===== src/rtl/fifo_rr_drain_arbiter_if.sv =====
// Bundle between the arbiter, its upstream FIFO bank and the downstream consumer.
interface fifo_rr_drain_arbiter_if #(
  parameter int N_IN       = 4,
  parameter int DATA_WIDTH = 32
);
  localparam int IDX_W = $clog2(N_IN);

  logic [N_IN-1:0]            empty_i;
  logic [N_IN*DATA_WIDTH-1:0] data_i;
  logic [N_IN-1:0]            pop_o;
  logic                       valid_o;
  logic [DATA_WIDTH-1:0]      data_o;
  logic                       ready_i;
  logic [IDX_W-1:0]           gnt_idx_o;
  logic                       busy_o;
  logic [N_IN*16-1:0]         stat_cnt_o;

  // Arbiter side.
  modport master (
    input  empty_i, data_i, ready_i,
    output pop_o, valid_o, data_o, gnt_idx_o, busy_o, stat_cnt_o
  );

  // FIFO bank / consumer side.
  modport slave (
    output empty_i, data_i, ready_i,
    input  pop_o, valid_o, data_o, gnt_idx_o, busy_o, stat_cnt_o
  );
endinterface


===== src/rtl/fifo_rr_drain_arbiter.sv =====
// Round-robin burst arbiter draining N_IN upstream FIFOs into one valid/ready port.
// Optional per-input saturating pop counters are built when FIFO_ARB_STATS_EN is defined.
module fifo_rr_drain_arbiter #(
  parameter int N_IN       = 4,
  parameter int DATA_WIDTH = 32,
  parameter int MAX_BURST  = 4
) (
  input  logic                    clk_i,
  input  logic                    rst_i,
  input  logic                    flush_i,
  fifo_rr_drain_arbiter_if.master arb_io
);
  localparam int IDX_W = $clog2(N_IN);
  localparam int BC_W  = $clog2(MAX_BURST + 1);
  localparam logic [IDX_W-1:0] IDX_LAST   = IDX_W'(N_IN - 1);
  localparam logic [BC_W-1:0]  BURST_LAST = BC_W'(MAX_BURST - 1);

  typedef enum logic {
    S_IDLE,
    S_GRANT
  } state_t;

  state_t           state_q;
  logic [IDX_W-1:0] rr_ptr_q;
  logic [IDX_W-1:0] gnt_idx_q;
  logic [BC_W-1:0]  burst_cnt_q;

  logic                  valid_c;
  logic [DATA_WIDTH-1:0] data_c;
  logic [N_IN-1:0]       pop_c;
  logic                  hs_c;
  logic                  any_req_c;

  // Explicit wrap keeps indices in range for non-power-of-two N_IN.
  function automatic logic [IDX_W-1:0] wrap_inc(input logic [IDX_W-1:0] idx);
    if (idx == IDX_LAST) return '0;
    return idx + 1'b1;
  endfunction

  function automatic logic [IDX_W-1:0] rr_pick(input logic [N_IN-1:0]  empty,
                                               input logic [IDX_W-1:0] ptr);
    logic [IDX_W-1:0] idx;
    logic [IDX_W-1:0] pick;
    logic             found;
    idx   = ptr;
    pick  = ptr;
    found = 1'b0;
    for (int i = 0; i < N_IN; i++) begin
      if (!found && !empty[idx]) begin
        pick  = idx;
        found = 1'b1;
      end
      idx = wrap_inc(idx);
    end
    return pick;
  endfunction

  // Downstream data is a straight pass-through of the granted FIFO head.
  always_comb begin
    valid_c = 1'b0;
    data_c  = '0;
    pop_c   = '0;
    if (state_q == S_GRANT) begin
      data_c  = arb_io.data_i[int'(gnt_idx_q)*DATA_WIDTH +: DATA_WIDTH];
      valid_c = ~arb_io.empty_i[gnt_idx_q] & ~flush_i;
      if (valid_c && arb_io.ready_i) pop_c[gnt_idx_q] = 1'b1;
    end
  end

  assign hs_c      = valid_c & arb_io.ready_i;
  assign any_req_c = ~&arb_io.empty_i;

  always_ff @(posedge clk_i or posedge rst_i) begin
    if (rst_i) begin
      state_q     <= S_IDLE;
      rr_ptr_q    <= '0;
      gnt_idx_q   <= '0;
      burst_cnt_q <= '0;
    end else if (flush_i) begin
      state_q     <= S_IDLE;
      rr_ptr_q    <= '0;
      burst_cnt_q <= '0;
    end else begin
      case (state_q)
        S_IDLE: begin
          if (any_req_c) begin
            gnt_idx_q   <= rr_pick(arb_io.empty_i, rr_ptr_q);
            burst_cnt_q <= '0;
            state_q     <= S_GRANT;
          end
        end
        S_GRANT: begin
          if (hs_c) burst_cnt_q <= burst_cnt_q + 1'b1;
          // Release on a drained FIFO or on the last beat of a full burst.
          if (!valid_c || (hs_c && burst_cnt_q == BURST_LAST)) begin
            state_q  <= S_IDLE;
            rr_ptr_q <= wrap_inc(gnt_idx_q);
          end
        end
        default: state_q <= S_IDLE;
      endcase
    end
  end

  assign arb_io.valid_o   = valid_c;
  assign arb_io.data_o    = data_c;
  assign arb_io.pop_o     = pop_c;
  assign arb_io.busy_o    = (state_q == S_GRANT);
  assign arb_io.gnt_idx_o = gnt_idx_q;

`ifdef FIFO_ARB_STATS_EN
  logic [15:0] stat_q [N_IN];

  function automatic logic [15:0] sat_inc16(input logic [15:0] v);
    if (v == 16'hFFFF) return v;
    return v + 16'd1;
  endfunction

  always_ff @(posedge clk_i or posedge rst_i) begin
    if (rst_i) begin
      for (int k = 0; k < N_IN; k++) stat_q[k] <= '0;
    end else if (flush_i) begin
      for (int k = 0; k < N_IN; k++) stat_q[k] <= '0;
    end else begin
      for (int k = 0; k < N_IN; k++) begin
        if (pop_c[k]) stat_q[k] <= sat_inc16(stat_q[k]);
      end
    end
  end

  for (genvar g = 0; g < N_IN; g++) begin : g_stat
    assign arb_io.stat_cnt_o[g*16 +: 16] = stat_q[g];
  end
`else
  assign arb_io.stat_cnt_o = '0;
`endif

endmodule


===== src/flat_wrapper.sv =====
// flat-port wrapper written by rule: the top's interface ports become plain ports
module fifo_rr_drain_arbiter_flat 
#(
  parameter int N_IN       = 4,
  parameter int DATA_WIDTH = 32,
  parameter int MAX_BURST  = 4
)
  (clk_i, rst_i, flush_i, arb_io_empty_i, arb_io_data_i, arb_io_ready_i, arb_io_pop_o, arb_io_valid_o, arb_io_data_o, arb_io_gnt_idx_o, arb_io_busy_o, arb_io_stat_cnt_o);
  fifo_rr_drain_arbiter_if #(.N_IN(N_IN), .DATA_WIDTH(DATA_WIDTH)) arb_io_i ();
  input  logic clk_i;
  input  logic rst_i;
  input  logic flush_i;
  input wire logic [$bits(arb_io_i.empty_i)-1:0] arb_io_empty_i;
  input wire logic [$bits(arb_io_i.data_i)-1:0] arb_io_data_i;
  input wire logic [$bits(arb_io_i.ready_i)-1:0] arb_io_ready_i;
  output wire logic [$bits(arb_io_i.pop_o)-1:0] arb_io_pop_o;
  output wire logic [$bits(arb_io_i.valid_o)-1:0] arb_io_valid_o;
  output wire logic [$bits(arb_io_i.data_o)-1:0] arb_io_data_o;
  output wire logic [$bits(arb_io_i.gnt_idx_o)-1:0] arb_io_gnt_idx_o;
  output wire logic [$bits(arb_io_i.busy_o)-1:0] arb_io_busy_o;
  output wire logic [$bits(arb_io_i.stat_cnt_o)-1:0] arb_io_stat_cnt_o;
  assign arb_io_i.empty_i = arb_io_empty_i;
  assign arb_io_i.data_i = arb_io_data_i;
  assign arb_io_i.ready_i = arb_io_ready_i;
  assign arb_io_pop_o = arb_io_i.pop_o;
  assign arb_io_valid_o = arb_io_i.valid_o;
  assign arb_io_data_o = arb_io_i.data_o;
  assign arb_io_gnt_idx_o = arb_io_i.gnt_idx_o;
  assign arb_io_busy_o = arb_io_i.busy_o;
  assign arb_io_stat_cnt_o = arb_io_i.stat_cnt_o;
  fifo_rr_drain_arbiter #(.N_IN(N_IN), .DATA_WIDTH(DATA_WIDTH), .MAX_BURST(MAX_BURST)) u_core (.clk_i(clk_i), .rst_i(rst_i), .flush_i(flush_i), .arb_io(arb_io_i));
endmodule

===== config.mk =====
export PLATFORM = sky130hd
export DESIGN_NAME = fifo_rr_drain_arbiter_flat
export DESIGN_NICKNAME = d
export VERILOG_FILES = /design/src/rtl/fifo_rr_drain_arbiter_if.sv /design/src/rtl/fifo_rr_drain_arbiter.sv /design/src/flat_wrapper.sv
export SDC_FILE = /design/constraint.sdc
export NUM_CORES = 1
export LEC_CHECK = 0
export BUFFER_PORTS_ARGS = -buffer_cell sky130_fd_sc_hd__buf_2
export CORE_AREA = 5 5 90 92
export CTS_CLUSTER_DIAMETER = 30
export DETAILED_ROUTE_END_ITERATION = 8
export DIE_AREA = 0 0 95 97
export PLACE_DENSITY_LB_ADDON = 0.25
export SYNTH_ARGS = -nofsm -noshare
export SYNTH_HDL_FRONTEND = slang
export SYNTH_SLANG_ARGS = --single-unit

===== constraint.sdc =====
create_clock -name clk_i -period 3.5 [get_ports clk_i]
set_clock_uncertainty 0.15 [all_clocks]
set_input_delay 0.35 -clock clk_i [delete_from_list [all_inputs] [get_ports clk_i]]
set_output_delay 0.35 -clock clk_i [all_outputs]
set_load 0.03 [all_outputs]

# == Word-level counts from Yosys, hierarchy flattened ==
# Index checks and enable logic that the tools add are counted.
# classes
addsub,5
multipliers,0
div_mod_pow,0
n_lt_le_gt_ge,6
eq_ne,7
shift,1
n_mux,75
n_bitwise,6
reduce_logical,20
# ops
operator,count
128-bit by 8-bit variable part select with 32-bit output,1
2-bit two-way mux,23
1-bit two-way mux,38
32-bit two-way mux,1
"2-bit by 3-bit less-than comparator with 1-bit output, second input constant",5
1-bit binary-select mux with 2-bit select,5
3-bit two-way mux,3
"2-bit by 1-bit adder with 2-bit output, second input constant",4
"2-bit == test, second input constant",4
4-bit two-way mux,2
1-bit logical NOT,7
1-bit logical AND,6
"3-bit != test, second input constant",2
3-bit one-hot mux with 2 select lines,1
1-bit inverter,4
2-bit AND reduction,2
4-bit AND reduction,1
2-bit nonzero test,2
"3-bit by 1-bit adder with 3-bit output, second input constant",1
"3-bit by 2-bit == test with 1-bit output, second input constant",1
3-bit AND reduction,1
1-bit bitwise AND,2
1-bit demux with 2-bit select,1
"2-bit by 1-bit greater-or-equal comparator with 1-bit output, second input constant",1
2 further kinds,2
# word_totals
register_bits,8
latch_bits,0
mem_bits_rw,0
rom_bits,0
input_bits,136
output_inout_bits,104
word_cells,124
n_memories,0

# == Logic depth before layout (Yosys ltp) ==
# Gate-level depths: netlist (run 1).
# logic_depth
depth_word,32
depth_mapped,8
depth_no_buf,7

# == Least setup slack after synthesis (run 1) ==
# No wires, ideal clock.
# synth_timing
path_type,register to output
from,"reg u_core.gnt_idx_q[0], in the netlist u_core.arb_io.gnt_idx_o[0]"
to,out arb_io_pop_o[0]
t_arrival_ns,2.117
t_required_ns,3.000
slack_ns,0.883
path_stages_with_launch,5
n_path_buf,1
path_cell_list,dfrtp_1 -> buf_2 -> mux4_2 -> nor3_4 -> and3_1
# synth_between
elab_chain_cells,7
elab_cells_between_ends,12
cone_classes,2 x order compare; 6 x mux; 2 x bitwise; 2 x reduce/logical
# synth_rtl
item,line_no,text
start: declaration,fifo_rr_drain_arbiter.sv:25,logic [IDX_W-1:0] gnt_idx_q;
start signal: assignment,fifo_rr_drain_arbiter.sv:87,"gnt_idx_q <= rr_pick(arb_io.empty_i, rr_ptr_q);"
branches (longest 5 deep; another with 2-bit by 3-bit less-than comparator with 1-bit output),n/a,
4-bit two-way mux *,fifo_rr_drain_arbiter.sv:66,if (valid_c && arb_io.ready_i) pop_c[gnt_idx_q] = 1'b1;
4-bit two-way mux *,fifo_rr_drain_arbiter.sv:63,if (state_q == S_GRANT) begin
end: declaration,flat_wrapper.sv:16,output wire logic [$bits(arb_io_i.pop_o)-1:0] arb_io_pop_o;
# Mark *: on every way between the ends. The select of a mux whose other input is x is not followed.

# == Final worst setup path (run 1) ==
# layout_timing
from,reg u_core.rr_ptr_q[0]
to,"reg u_core.gnt_idx_q[1], in the netlist u_core.arb_io.gnt_idx_o[1]"
# layout_between
elab_chain_cells,32
elab_cells_between_ends,62
cone_classes,3 x add/sub; 3 x eq/ne; 47 x mux; 9 x reduce/logical
# layout_rtl
item,line_no,text
start: declaration,fifo_rr_drain_arbiter.sv:24,logic [IDX_W-1:0] rr_ptr_q;
start signal: assignment,fifo_rr_drain_arbiter.sv:97,rr_ptr_q <= wrap_inc(gnt_idx_q);
2-bit == test,fifo_rr_drain_arbiter.sv:36,if (idx == IDX_LAST) return '0;
1-bit two-way mux,fifo_rr_drain_arbiter.sv:36,
1-bit two-way mux,fifo_rr_drain_arbiter.sv:86,if (any_req_c) begin
1-bit two-way mux,fifo_rr_drain_arbiter.sv:84,case (state_q)
1-bit two-way mux,fifo_rr_drain_arbiter.sv:79,end else if (flush_i) begin
2-bit two-way mux,fifo_rr_drain_arbiter.sv:37,return idx + 1'b1;
2-bit two-way mux,fifo_rr_drain_arbiter.sv:86,
2-bit two-way mux,fifo_rr_drain_arbiter.sv:84,
(+16 left out),n/a,
2-bit two-way mux,fifo_rr_drain_arbiter.sv:86,
2-bit two-way mux,fifo_rr_drain_arbiter.sv:84,
2-bit two-way mux,fifo_rr_drain_arbiter.sv:79,
1-bit binary-select mux with 2-bit select,fifo_rr_drain_arbiter.sv:49,if (!found && !empty[idx]) begin
1-bit two-way mux (not written as such),fifo_rr_drain_arbiter.sv:49,
1-bit logical NOT,fifo_rr_drain_arbiter.sv:49,
1-bit logical AND,fifo_rr_drain_arbiter.sv:49,
2-bit two-way mux *,fifo_rr_drain_arbiter.sv:49,
# Mark *: on every way between the ends. The rest lies on a longest branch, timed or not. The select of a mux whose other input is x is not followed.
# A chain may end at the register's enable or synchronous reset.

==> impl_metrics.env, run 1 <==
export IMPL_hold_depth=2
export IMPL_worstPathMaxFanout=18
export IMPL_r2r_end="u_core.arb_io.gnt_idx_o[1]"
export IMPL_grt_pass1_wl_mm=12.56
export IMPL_critPathKind="register to register"
export IMPL_postCtsHoldBufs=1
export IMPL_place_congestion=0.7859
export IMPL_routed_via_density=4.514
export IMPL_cp_buffers_inverters=0
export IMPL_required_ps=3450
export IMPL_synthCells=236
export IMPL_yosysWarningCount=0
export IMPL_placed_area_um2=2993
export IMPL_period_share_pct=79.13
export IMPL_hold_start="flush_i"
export IMPL_routed_wl_mm=8.341
export IMPL_cp_arrival_ps=2720
export IMPL_synth_most_common_cell="buf_4"
export IMPL_fp_dieH_um=97
export IMPL_coreArea_um2=7137
export IMPL_numPortBuffers=175
export IMPL_cts_sinks=8
export IMPL_rsz0062_at_grt="false"
export IMPL_status="finished clean"
export IMPL_p_total_w=0.001829
export IMPL_drtIter0Drc=69
export IMPL_synth_top_cells_by_count="buf_4 (64), mux4_2 (33), and2_1 (32)"
export IMPL_synth_area_leaders="mux4_2 (33%), buf_4 (21%), and2_1 (8.8%), dfrtp_1 (8.8%), ha_1 (3.8%)"
export IMPL_antenna_left=0
export IMPL_n_fill_cell=755
export IMPL_clockPowerShare_pct=6.6
export IMPL_ys_ff_latch=8
export IMPL_clock_latency_ps=240
export IMPL_gr_total_overflow=0
export IMPL_io_pins=240
export IMPL_hpwl_mm=7.158
export IMPL_area_growth_pct=33.55
export IMPL_clk_pin_slew_ps=50
export IMPL_synth_top_cell_area_share_pct=32.57
export IMPL_via_count=2266
export IMPL_switchingPower_w=0.0009638
export IMPL_clockBufferDepth=2
export IMPL_tightest_slew_ps=592.9
export IMPL_grt_max_degree=38
export IMPL_start_util_pct=31.98
export IMPL_maxCapViolations=0
export IMPL_r2r_cells=7
export IMPL_hold_class="primary input to register"
export IMPL_fmax_mhz=361.1
export IMPL_synth_largest_area_cell="mux4_2"
export IMPL_r2r_slack_ps=730
export IMPL_finalSetupTns_ps=0
export IMPL_cp_start_kind="register"
export IMPL_post_cts_setup_buffer_count=0
export IMPL_yosysSeqAreaShare_pct=8.772
export IMPL_dieArea_um2=9215
export IMPL_cts_tree="built"
export IMPL_finalCriticalPeriod_ps=2770
export IMPL_diodes=0
export IMPL_regArea_um2=201.4
export IMPL_wl_per_cell_um=16.62
export IMPL_drc_errors=0
export IMPL_endpoint="u_core.arb_io.gnt_idx_o[1]"
export IMPL_holdWs_ps=277.4
export IMPL_std_cell_rows=31
export IMPL_pwr_density_cell_nw_per_um2=600.1
export IMPL_cts_max_level=1
export IMPL_synth_cell_types=38
export IMPL_seqPwrFrac_pct=10.9
export IMPL_hold_viol=0
export IMPL_syn_avg_cell_area_um2=9.670
export IMPL_cp_top_family="compound AO/OA/AOI/OAI gates"
export IMPL_p_int_w=0.0008653
export IMPL_critPathSlowestCell="dfrtp_1"
export IMPL_end_kind="register"
export IMPL_peakVddDrop_mv=0.1848
export IMPL_combPwrFrac_pct=82.5
export IMPL_grt_pass1_vias=2367
export IMPL_synth_edf_count=0
export IMPL_async_flop_share_pct=100.0
export IMPL_dr_pass1_iters=4
export IMPL_antenna_found_initial=2
export IMPL_slew_limit_headroom_pct=60.48
export IMPL_synth_area_um2=2282
export IMPL_p_leak_nw=1.611
export IMPL_setup_viol=0
export IMPL_crit_reg2reg_launch="u_core.rr_ptr_q[0]"
export IMPL_root_buffer="clkbuf_8"
export IMPL_startpoint="u_core.rr_ptr_q[0]"
export IMPL_slew_viol_final=0
export IMPL_cp_cell_sequence="ha_1 -> nor3_1 -> nor3_1 -> o21ai_0 -> a221oi_2 -> a2111oi_0 -> o21ai_0"
export IMPL_slowest_delay_ps=710
export IMPL_final_area_um2=3048
export IMPL_cp_num_cells=7
export IMPL_cts_buffers=3
export IMPL_grt_use_total_pct=17.20
export IMPL_drive_gt1_share_pct=55.58
export IMPL_cts_repair_resized=0
export IMPL_synthFlopType="dfrtp_1"
export IMPL_swShare_pct=52.69
export IMPL_multi_input_area_um2=1732
export IMPL_dieWidth_um=95
export IMPL_final_net_count=547
[kinds of logic (layout without fill, tap and decap cells)]
group / count (synthesis) / in the layout / share of synthesized area, %
AOI/OAI and AO/OA: 27 / 27 / 9.650
adders and majority gates: 7 / 7 / 3.838
buffers and inverters: 88 / 192 / 25.71
DFF: 8 / 8 / 8.772
muxes: 40 / 40 / 35.80
other: 1 / 64 / 0.1643
and+or+nand+nor: 65 / 65 / 16.06
[per-stage QoR]
stage          setup slack, ps  cells  utilization (%)
4_1_cts                  714.9    502            42.71
2_1_floorplan            883.0    299                -
3_3_place_gp             869.8    497            41.94
6_report                 730.3    502            42.71
3_5_place_dp             716.3    497            41.94
5_1_grt                  364.4    502            42.71
[metal layers]
layer	vias to the layer above	global-route usage, %	share of wire (%)
li1	1065	-	-
met1	1077	16.43	31
met2	108	34.54	56
met3	12	5.818	11
met4	4	2.997	1.2
met5	-	0	0.48
[registers in the layout, summed over array words and instances (netlist names)]
register / count
u_core.arb_io.gnt_idx_o: 2
u_core.rr_ptr_q: 2
u_core.arb_io.busy_o: 1
u_core.burst_cnt_q: 3
[power groups by stage]
stage	logic [W]	registers [W]	clock network, W
floorplan	0.00127	0.000162	0
global placement	0.00151	0.000201	0
detailed placement	0.00152	0.000204	0
CTS	0.00153	0.000201	0.000125
global route	0.00163	0.000215	0.000130
finish	0.00151	0.000199	0.000120
[cell type report]
| class | count | area share [%] |
|---|---|---|
| Clock buffer | 4 | 1.478 |
| Inverter | 8 | 0.9852 |
| Multi-Input combinational cell | 203 | 56.81 |
| Sequential cell | 8 | 6.609 |
| Tap cell | 99 | 4.064 |
| Timing Repair Buffer | 180 | 30.05 |
[how the worst min path moves through the flow]
stage / endpoint / slack (ps)
3_3_place_gp: u_core.burst_cnt_q[0] / 170
2_1_floorplan: u_core.arb_io.busy_o / 20
6_report: u_core.rr_ptr_q[0] / 280
5_1_grt: u_core.rr_ptr_q[0] / 290
4_1_cts: u_core.rr_ptr_q[0] / 270
3_5_place_dp: u_core.burst_cnt_q[0] / 160
[cell usage in the layout (no fill, tap or decap), drive strengths merged, types with 2 or more instances in the layout]
| cell | synthesis | layout |
|---|---|---|
| and3 | 4 | 4 |
| clkbuf | 7 | 4 |
| nand2 | 12 | 12 |
| inv | 8 | 8 |
| nor2 | 5 | 5 |
| buf | 73 | 179 |
| dfrtp | 8 | 8 |
| a221oi | 2 | 2 |
| ha | 7 | 7 |
| nor3 | 5 | 5 |
| o211ai | 2 | 2 |
| mux2i | 4 | 4 |
| and2 | 32 | 32 |
| a22oi | 2 | 2 |
| nand3 | 4 | 4 |
| o21ai | 8 | 8 |
| mux2 | 3 | 3 |
| mux4 | 33 | 33 |
| a21oi | 3 | 3 |
| a32o | 2 | 2 |
| conb | 1 | 64 |
No activity file was read; power rests on OpenSTA's default activity.
==> run 2: changes to the inputs <==
--- a/config.mk
+++ b/config.mk
@@ -6,10 +6,10 @@
 export NUM_CORES = 1
 export LEC_CHECK = 0
 export BUFFER_PORTS_ARGS = -buffer_cell sky130_fd_sc_hd__buf_2
-export CORE_AREA = 5 5 90 92
+export CORE_MARGIN = 5
+export CORE_UTILIZATION = 33
 export CTS_CLUSTER_DIAMETER = 30
 export DETAILED_ROUTE_END_ITERATION = 8
-export DIE_AREA = 0 0 95 97
 export PLACE_DENSITY_LB_ADDON = 0.25
 export SYNTH_ARGS = -nofsm -noshare
 export SYNTH_HDL_FRONTEND = slang
==> constraint.sdc (replaced) <==
create_clock -name clk_i -period 2.4 [get_ports clk_i]
set_clock_uncertainty 0.15 [all_clocks]
set_input_delay 0.24 -clock clk_i [delete_from_list [all_inputs] [get_ports clk_i]]
set_output_delay 0.24 -clock clk_i [all_outputs]
set_load 0.03 [all_outputs]
==> impl_metrics.env, run 2 (same netlist as run 1, synthesis figures left out) <==
export IMPL_status="finished clean"
export IMPL_area_growth_pct=34.87
export IMPL_dieArea_um2=8679
export IMPL_hold_class="primary input to register"
export IMPL_top_layer="met4"
export IMPL_mostFrequentLayoutCells="buf_2 (175), conb_1 (64), mux4_2 (33), and2_1 (32), nand2_1 (12)"
export IMPL_routed_via_density=4.750
export IMPL_cp_cell_sequence="ha_1 -> nor3_2 -> nor3_1 -> o21ai_0 -> a221oi_2 -> a2111oi_2 -> o21ai_0"
export IMPL_grt_max_degree=36
export IMPL_final_net_count=552
export IMPL_rsz0062_at_grt="false"
export IMPL_clk_pin_slew_ps=40
export IMPL_routed_wl_mm=8.055
export IMPL_hpwl_mm=6.971
export IMPL_clockBufferDepth=2
export IMPL_cp_start_kind="register"
export IMPL_gr_total_overflow=0
export IMPL_peakVddDrop_mv=0.3567
export IMPL_largest_reg_flops=3
export IMPL_period_share_pct=93.64
export IMPL_hold_viol=0
export IMPL_grt_pass1_vias=2223
export IMPL_antenna_left=0
export IMPL_place_congestion=0.8968
export IMPL_holdWs_ps=177.5
export IMPL_coreArea_um2=6756
export IMPL_cts_tree="built"
export IMPL_dr_pass1_iters=4
export IMPL_diodes=0
export IMPL_pwr_density_cell_nw_per_um2=892.7
export IMPL_slowest_delay_ps=400
export IMPL_met1Wirelength_mm=2.982
export IMPL_critPathSlowestCell="a2111oi_2"
export IMPL_std_cell_rows=30
export IMPL_cp_top_family="compound AO/OA/AOI/OAI gates"
export IMPL_p_leak_nw=1.637
export IMPL_io_pins=240
export IMPL_worstPathMaxFanout=5
export IMPL_regMostFlops="u_core.burst_cnt_q"
export IMPL_met2_length_mm=4.167
export IMPL_finalSetupTns_ps=0
export IMPL_grt_use_total_pct=16.46
export IMPL_clock_latency_ps=230
export IMPL_p_total_w=0.002748
export IMPL_root_buffer="clkbuf_8"
export IMPL_end_kind="register"
export IMPL_placed_area_um2=3012
export IMPL_slew_viol_final=0
export IMPL_cts_sinks=8
export IMPL_final_area_um2=3078
export IMPL_cts_max_level=1
export IMPL_fp_dieH_um=93.16
export IMPL_drc_errors=0
export IMPL_cp_buffers_inverters=0
export IMPL_cp_arrival_ps=2200
export IMPL_grt_pass1_wl_mm=11.48
export IMPL_drtIter0Drc=34
export IMPL_layout_commonest_cell="buf_2"
export IMPL_critPathKind="register to register"
export IMPL_fmax_mhz=445.0
export IMPL_cts_buffers=3
export IMPL_required_ps=2350
export IMPL_dr_wl_met3_um=664
export IMPL_numPortBuffers=175
export IMPL_start_util_pct=33.78
export IMPL_maxCapViolations=0
export IMPL_via_count=2318
export IMPL_antenna_found_initial=0
export IMPL_wl_per_cell_um=16.51
export IMPL_finalCriticalPeriod_ps=2247
export IMPL_drive_gt1_share_pct=57.60
export IMPL_setup_viol=0
export IMPL_path_common_cell="o21ai_0"
export IMPL_dieWidth_um=93.16
## run 2: cell count changes in the layout (fill, tap and decap cells not counted)
cell and delta:
buf_4 +5, and3_1 -4, and3_2 +4, a2111oi_0 -1, a2111oi_2 +1, nor3_1 -1
nor3_2 +1
## run 2: what timing repair did
item / in CTS / in global routing
setup endpoints to repair: 0 / 1
hold buffers: 1 / 0
buffers inserted: 0 / 0
endpoints found under the hold margin: 8 / 0
gates resized for setup: 0 / 3
## run 2: area by class of cell
cell class,count,area (um^2)
multi-input combinational,203,1748
inverter,8,30.03
fill,683,3679
tap,80,100.1
sequential,8,201.4
timing repair buffer,185,953.4
clock buffer,4,45.04
## run 2: path summary, 6_finish.rpt
path	slack, ps	depth (start not counted)	endpoint	startpoint
min reg2reg	340	2	u_core.burst_cnt_q[2]	u_core.burst_cnt_q[2]
max	150	7	u_core.arb_io.gnt_idx_o[1]	u_core.rr_ptr_q[0]
min	180	2	u_core.rr_ptr_q[0]	flush_i
max in group asynchronous	1490	3	u_core.arb_io.gnt_idx_o[0]	rst_i
min in group asynchronous	350	3	u_core.rr_ptr_q[1]	rst_i
max reg2reg	150	7	u_core.arb_io.gnt_idx_o[1]	u_core.rr_ptr_q[0]
## run 2: routing by layer
metal / vias up / track usage (%)
met5: - / 0
li1: 1080 / -
met1: 1103 / 19.48
met3: 20 / 3.701
met2: 115 / 29.39
met4: 0 / 5.250
## run 2: power by group
group          switching, W  total (W)  internal (W)
clock             0.0000566   0.000172      0.000115
sequential        0.0000262   0.000197      0.000170
combinational       0.00134    0.00238       0.00104
total               0.00142    0.00275       0.00132
## run 2: stage by stage
stage | instances | worst slack, ps | util [%]
4_1_cts | 488 | 54.94 | 45.39
6_report | 488 | 152.6 | 45.56
5_1_grt | 488 | 0.6768 | 45.56
2_1_floorplan | 299 | 49.06 | -
3_5_place_dp | 483 | 47.22 | 44.57
3_3_place_gp | 483 | 163.2 | 44.57
## run 2: worst register-to-register path, cell delays in order, from the launching register on
cell       delay (ps)
dfrtp_1           380
ha_1              380
nor3_2            280
nor3_1             60
o21ai_0           210
a221oi_2          130
a2111oi_2         400
o21ai_0           140
